[config.mk]
export PLATFORM = sky130hd
export DESIGN_NAME = prog_loader
export DESIGN_NICKNAME = d
export VERILOG_FILES = /design/src/rtl/prog_loader.sv
export SDC_FILE = /design/constraint.sdc
export NUM_CORES = 1
export LEC_CHECK = 0
export BUFFER_PORTS_ARGS = -buffer_cell sky130_fd_sc_hd__buf_2
export CAP_MARGIN = 10
export CORE_MARGIN = 2
export CORE_UTILIZATION = 31
export CTS_BUF_LIST = sky130_fd_sc_hd__clkbuf_8
export DETAILED_ROUTE_END_ITERATION = 8
export PLACE_DENSITY = 0.49
export SLEW_MARGIN = 10
export SYNTH_ARGS = -nofsm -noshare
export SYNTH_HDL_FRONTEND = slang
export SYNTH_SLANG_ARGS = --single-unit
[constraint.sdc]
create_clock -name clk -period 2.35 [get_ports clk]
set_input_delay 0.47 -clock clk [delete_from_list [all_inputs] [get_ports clk]]
set_output_delay 0.47 -clock clk [all_outputs]
set_load 0.02 [all_outputs]
[src/rtl/prog_loader.sv]
// Serial program loader: 8N1 UART receiver feeding a framed, checksummed
// loader that writes program memory and holds the CPU in reset while loading.
module prog_loader #(
    parameter int CLKS_PER_BIT = 16,
    parameter int MEM_DEPTH    = 16,
    parameter int ADDR_W       = 4
) (
    input  logic              clk,
    input  logic              rst,
    input  logic              rx,
    output logic              wr_en,
    output logic [ADDR_W-1:0] wr_addr,
    output logic [7:0]        wr_data,
    output logic              cpu_hold,
    output logic              done,
    output logic              err
);

    localparam int CW = $clog2(CLKS_PER_BIT);
    localparam logic [CW-1:0] HALF = CW'(CLKS_PER_BIT / 2 - 1);
    localparam logic [CW-1:0] FULL = CW'(CLKS_PER_BIT - 1);
    localparam logic [7:0] DEPTH8 = 8'(MEM_DEPTH);
    localparam logic [7:0] SYNC = 8'hA5;

    typedef enum logic [1:0] {R_IDLE, R_START, R_DATA, R_STOP} rx_state_t;
    typedef enum logic [2:0] {L_IDLE, L_CNT, L_DATA, L_CSUM, L_ERR} ld_state_t;

    rx_state_t   rstate;
    ld_state_t   lstate;
    logic        rx_s1, rx_s2, rx_prev;
    logic [CW-1:0] bcnt;
    logic [2:0]  bit_idx;
    logic [7:0]  shreg;
    logic        byte_valid, frame_err;
    logic [7:0]  cnt;
    logic [ADDR_W-1:0] addr;
    logic [7:0]  sum;
    logic        last;

    assign last = (8'(addr) + 8'd1) == cnt;

    always_ff @(posedge clk or negedge rst) begin
        if (!rst) begin
            rx_s1      <= 1'b1;
            rx_s2      <= 1'b1;
            rx_prev    <= 1'b1;
            rstate     <= R_IDLE;
            bcnt       <= '0;
            bit_idx    <= '0;
            shreg      <= '0;
            byte_valid <= 1'b0;
            frame_err  <= 1'b0;
        end else begin
            rx_s1      <= rx;
            rx_s2      <= rx_s1;
            rx_prev    <= rx_s2;
            byte_valid <= 1'b0;
            frame_err  <= 1'b0;
            case (rstate)
                R_IDLE: begin
                    if (rx_prev && !rx_s2) begin
                        rstate <= R_START;
                        bcnt   <= '0;
                    end
                end
                R_START: begin
                    if (bcnt == HALF) begin
                        // a start bit that is high again by mid-bit was noise
                        bcnt    <= '0;
                        bit_idx <= '0;
                        rstate  <= rx_s2 ? R_IDLE : R_DATA;
                    end else begin
                        bcnt <= bcnt + 1'b1;
                    end
                end
                R_DATA: begin
                    if (bcnt == FULL) begin
                        bcnt    <= '0;
                        shreg   <= {rx_s2, shreg[7:1]};
                        bit_idx <= bit_idx + 3'd1;
                        if (bit_idx == 3'd7) rstate <= R_STOP;
                    end else begin
                        bcnt <= bcnt + 1'b1;
                    end
                end
                R_STOP: begin
                    if (bcnt == FULL) begin
                        bcnt       <= '0;
                        byte_valid <= rx_s2;
                        frame_err  <= !rx_s2;
                        rstate     <= R_IDLE;
                    end else begin
                        bcnt <= bcnt + 1'b1;
                    end
                end
                default: rstate <= R_IDLE;
            endcase
        end
    end

    always_ff @(posedge clk or negedge rst) begin
        if (!rst) begin
            lstate   <= L_IDLE;
            cnt      <= '0;
            addr     <= '0;
            sum      <= '0;
            wr_en    <= 1'b0;
            wr_addr  <= '0;
            wr_data  <= '0;
            cpu_hold <= 1'b0;
            done     <= 1'b0;
            err      <= 1'b0;
        end else begin
            wr_en <= 1'b0;
            done  <= 1'b0;
            case (lstate)
                L_IDLE: begin
                    if (byte_valid && shreg == SYNC) begin
                        lstate   <= L_CNT;
                        cpu_hold <= 1'b1;
                    end
                end
                L_CNT: begin
                    if (frame_err) begin
                        lstate <= L_ERR;
                        err    <= 1'b1;
                    end else if (byte_valid) begin
                        if (shreg == 8'd0 || shreg > DEPTH8) begin
                            lstate <= L_ERR;
                            err    <= 1'b1;
                        end else begin
                            cnt    <= shreg;
                            addr   <= '0;
                            sum    <= '0;
                            lstate <= L_DATA;
                        end
                    end
                end
                L_DATA: begin
                    if (frame_err) begin
                        lstate <= L_ERR;
                        err    <= 1'b1;
                    end else if (byte_valid) begin
                        wr_en   <= 1'b1;
                        wr_addr <= addr;
                        wr_data <= shreg;
                        sum     <= sum + shreg;
                        if (last) lstate <= L_CSUM;
                        else addr <= addr + 1'b1;
                    end
                end
                L_CSUM: begin
                    if (frame_err) begin
                        lstate <= L_ERR;
                        err    <= 1'b1;
                    end else if (byte_valid) begin
                        if (shreg == sum) begin
                            done     <= 1'b1;
                            cpu_hold <= 1'b0;
                            lstate   <= L_IDLE;
                        end else begin
                            lstate <= L_ERR;
                            err    <= 1'b1;
                        end
                    end
                end
                L_ERR: begin
                    // CPU stays held; only a fresh sync byte restarts a load
                    if (byte_valid && shreg == SYNC) begin
                        err    <= 1'b0;
                        lstate <= L_CNT;
                    end
                end
                default: lstate <= L_IDLE;
            endcase
        end
    end

endmodule

==> summary.txt <==
STA
  – Period utilization: 0.9327
  – Least-Margin Pin Slew: 0.5350 ns
  – Worst slew margin relative to its limit: 0.6402
  – Final Skew: 0.009301 ns
  – Fmax: 456.2 MHz
  – Final hold viol count: 0
  – RSZ-0062 raised after global routing: false
  – Setup-failing EPs final: 0
  – Max Slew Vio Count: 0
  – Min cycle time layout: 2.192 ns
  – Final TNS setup: 0 ns
  – Fin Hold WS: 0.03018 ns

CTS
  – # H-tree levels: 3
  – Clock Sinks: 61
  – Post-CTS setup buffers: 0
  – Clk root buf: clkbuf_8
  – CTS buffer count: 9
  – Worst-path clk slew: 0.08 ns
  – CTS tree: built
  – CTS Buffer Depth: 2
  – Cts repair resizes: 0
  – Cts hold-fix bufs: 0
  – Worst-skew pair later-pin latency: 0.35 ns

Die
  – Die Area: 0.01088 sq mm
  – Chip height: 104.3 um
  – Row count: 36
  – Die width: 104.3 um
  – Initial core utilization: 0.3191
  – Core area: 0.009774 sq mm
  – Boundary Pins: 19

Finish
  – # diodes: 0
  – Multi-input logic area: 0.001490 sq mm
  – Final Non-Filler Cells: 468
  – Area grow syn2layout: 19.01%
  – Layout fillers: 988
  – Fraction of layout cells with a size suffix above 1: 0.2478
  – Layout Nets: 345
  – Storage cell area: 0.001530 sq mm
  – Finished Core Util: 0.3798

Worst setup path
  – Arr. time, crit path: 2.42 ns
  – Worst setup EP type: register
  – Crit-path max FO: 3
  – Crit path cell chain: ha_1 > or4_4 > nor4_4 > a211oi_2 > nor4b_4 > a211o_1
  – CP max stage delay: 0.57 ns
  – Worst setup path category: reg2reg
  – RR Startpoint: shreg[5]
  – CP Launch Type: register
  – Worst setup startpoint: shreg[5]
  – Critical Path RT: 2.58 ns
  – Critical path's slowest cell: or4_4

Drt
  – DR WL/cell: 13.91 um
  – Residual DRC count: 0
  – DR vias/cell: 4.835
  – Pre-antenna DRT Iters: 4
  – DR iter-0 viols: 65
  – Drt total wl: 6512 um
  – Remaining antenna violation count after routing: 0
  – Via count: 2263

Synthesis
  – Synth Instances: 294
  – Ys async rst share: 1.000
  – Most common library cells after synthesis: 59 x nand2_1, 58 x dfrtp_1, 20 x o21ai_0
  – Post-Syn Area: 0.003119 sq mm
  – Synth warn: 0
  – Most common cell in the netlist: nand2_1
  – Post-synth EDFFs: 0
  – Post-synth top area cell: dfrtp_1
  – Synth top area cells: dfrtp_1 47%, nand2_1 7.1%, mux2_2 5.8%
  – Yosys top cell area share: 0.4653
  – Sequential area share after synthesis: 0.4906
  – Syn_nets: 309
  – Syn Area/Cell: 10.61 sq um
  – Cell variety after synth: 59
  – Most used flip-flop cell after synthesis: dfrtp_1
  – Seq cells post-synth: 61

Power
  – Max VDD drop: 0.0003318 V
  – Pwr dens: 725.8 mW/mm^2
  – Leak: 1.915 nW

Place
  – Final GP Congestion: 0.7573
  – Port Buf Inserts: 18
  – Placed cell count: 452
  – DP HPWL: 4525 um

Global route
  – First-pass GRT wire length: 11210 um
  – Largest net degree at the start of global routing: 29
  – Number of global-route vias before repair: 2244
  – Total GRT Usage: 0.1298
  – Total gr overflow: 0
  – Initial antenna violation count: 0

Flow run
  – MaxCap Viol Count: 0

Min path
  – Hold WC Path Type: in2async

Outcome
  – Status: finished clean
logic make-up (layout without fill, tap and decap cells):
group	after synthesis	after routing	share of synthesized area
and+or+nand+nor	113	113	0.1941
DFF	61	61	0.4906
AOI/OAI and AO/OA	58	58	0.1207
muxes	18	18	0.06578
buffers and inverters	17	58	0.03168
xor gates and xnor gates	15	15	0.04653
adders and majority gates	12	12	0.05054
worst max-delay path, delay by kind of cell (launching register included):
family,cells,cell delay [ns]
compound gates,2,0.35
fa+ha+maj,1,0.32
flops,1,0.38
simple gates,3,1.03
through the flow:
stage / instance area, sq um / setup slack (ns) / total power [mW]
2_1_floorplan: 3119 / 0.1561 / 1.376
3_3_place_gp: 3443 / 0.1937 / 1.442
3_5_place_dp: 3443 / 0.1614 / 1.447
4_1_cts: 3712 / 0.1481 / 2.732
5_1_grt: 3712 / 0.09296 / 2.833
6_report: 3712 / 0.1580 / 2.694
path summary, 6_finish.rpt:
kind	end	slack, ns	cells past startpoint
hold reg to reg	rx_s2	0.36	0
min in group clk	rx_s1	0.22	1
max in group asynchronous	sum[0]	1.71	2
setup / recovery	err	0.16	6
setup reg to reg	err	0.16	6
hold / removal	wr_addr[1]	0.03	1
sequential cells by signal (all words and copies together), names as in the netlist, 3 cells and up, named ones only:
register,count
wr_data,8
lstate,3
shreg,8
sum,8
wr_addr,4
bcnt,4
bit_idx,3
addr,4
cnt,8
final cells by class:
| cell class | count | area share |
|---|---|---|
| clock buffers | 9 | 0.03337 |
| clock inverters | 7 | 0.03910 |
| inverters | 7 | 0.007078 |
| multi-input cells | 216 | 0.4014 |
| flip-flops and latches | 61 | 0.4122 |
| well taps | 133 | 0.04483 |
| repair buffers | 35 | 0.06202 |
layout by cell type, fill, tap and decap left out, drive strengths merged, types with 4 or more instances in the layout:
cell type and instances:
nand2 59, nor2b 4, xor2 9, nor3b 5
bufinv 4, o21ai 22, dfrtp 58, buf 35
inv 8, nor4 7, a22o 5, a21oi 11
xnor2 5, nand3 5, clkbuf 9, nor2 15
ha 11, mux2 17
per-layer routing:
metal / vias up / global-route usage / share of wire
met4: 0 / 0.05695 / 0.020
li1: 1110 / - / -
met3: 12 / 0.03697 / 0.039
met5: - / 0 / 0
met2: 38 / 0.2007 / 0.47
met1: 1103 / 0.1686 / 0.47
power breakdown:
group          internal, mW  leakage, nW  switching (mW)
Combinational         0.101        0.953           0.128
Clock                 0.817        0.130           0.453
Sequential             1.11        0.832          0.0894
Total                  2.02         1.92           0.670
Power figures use the tool's default switching activity.
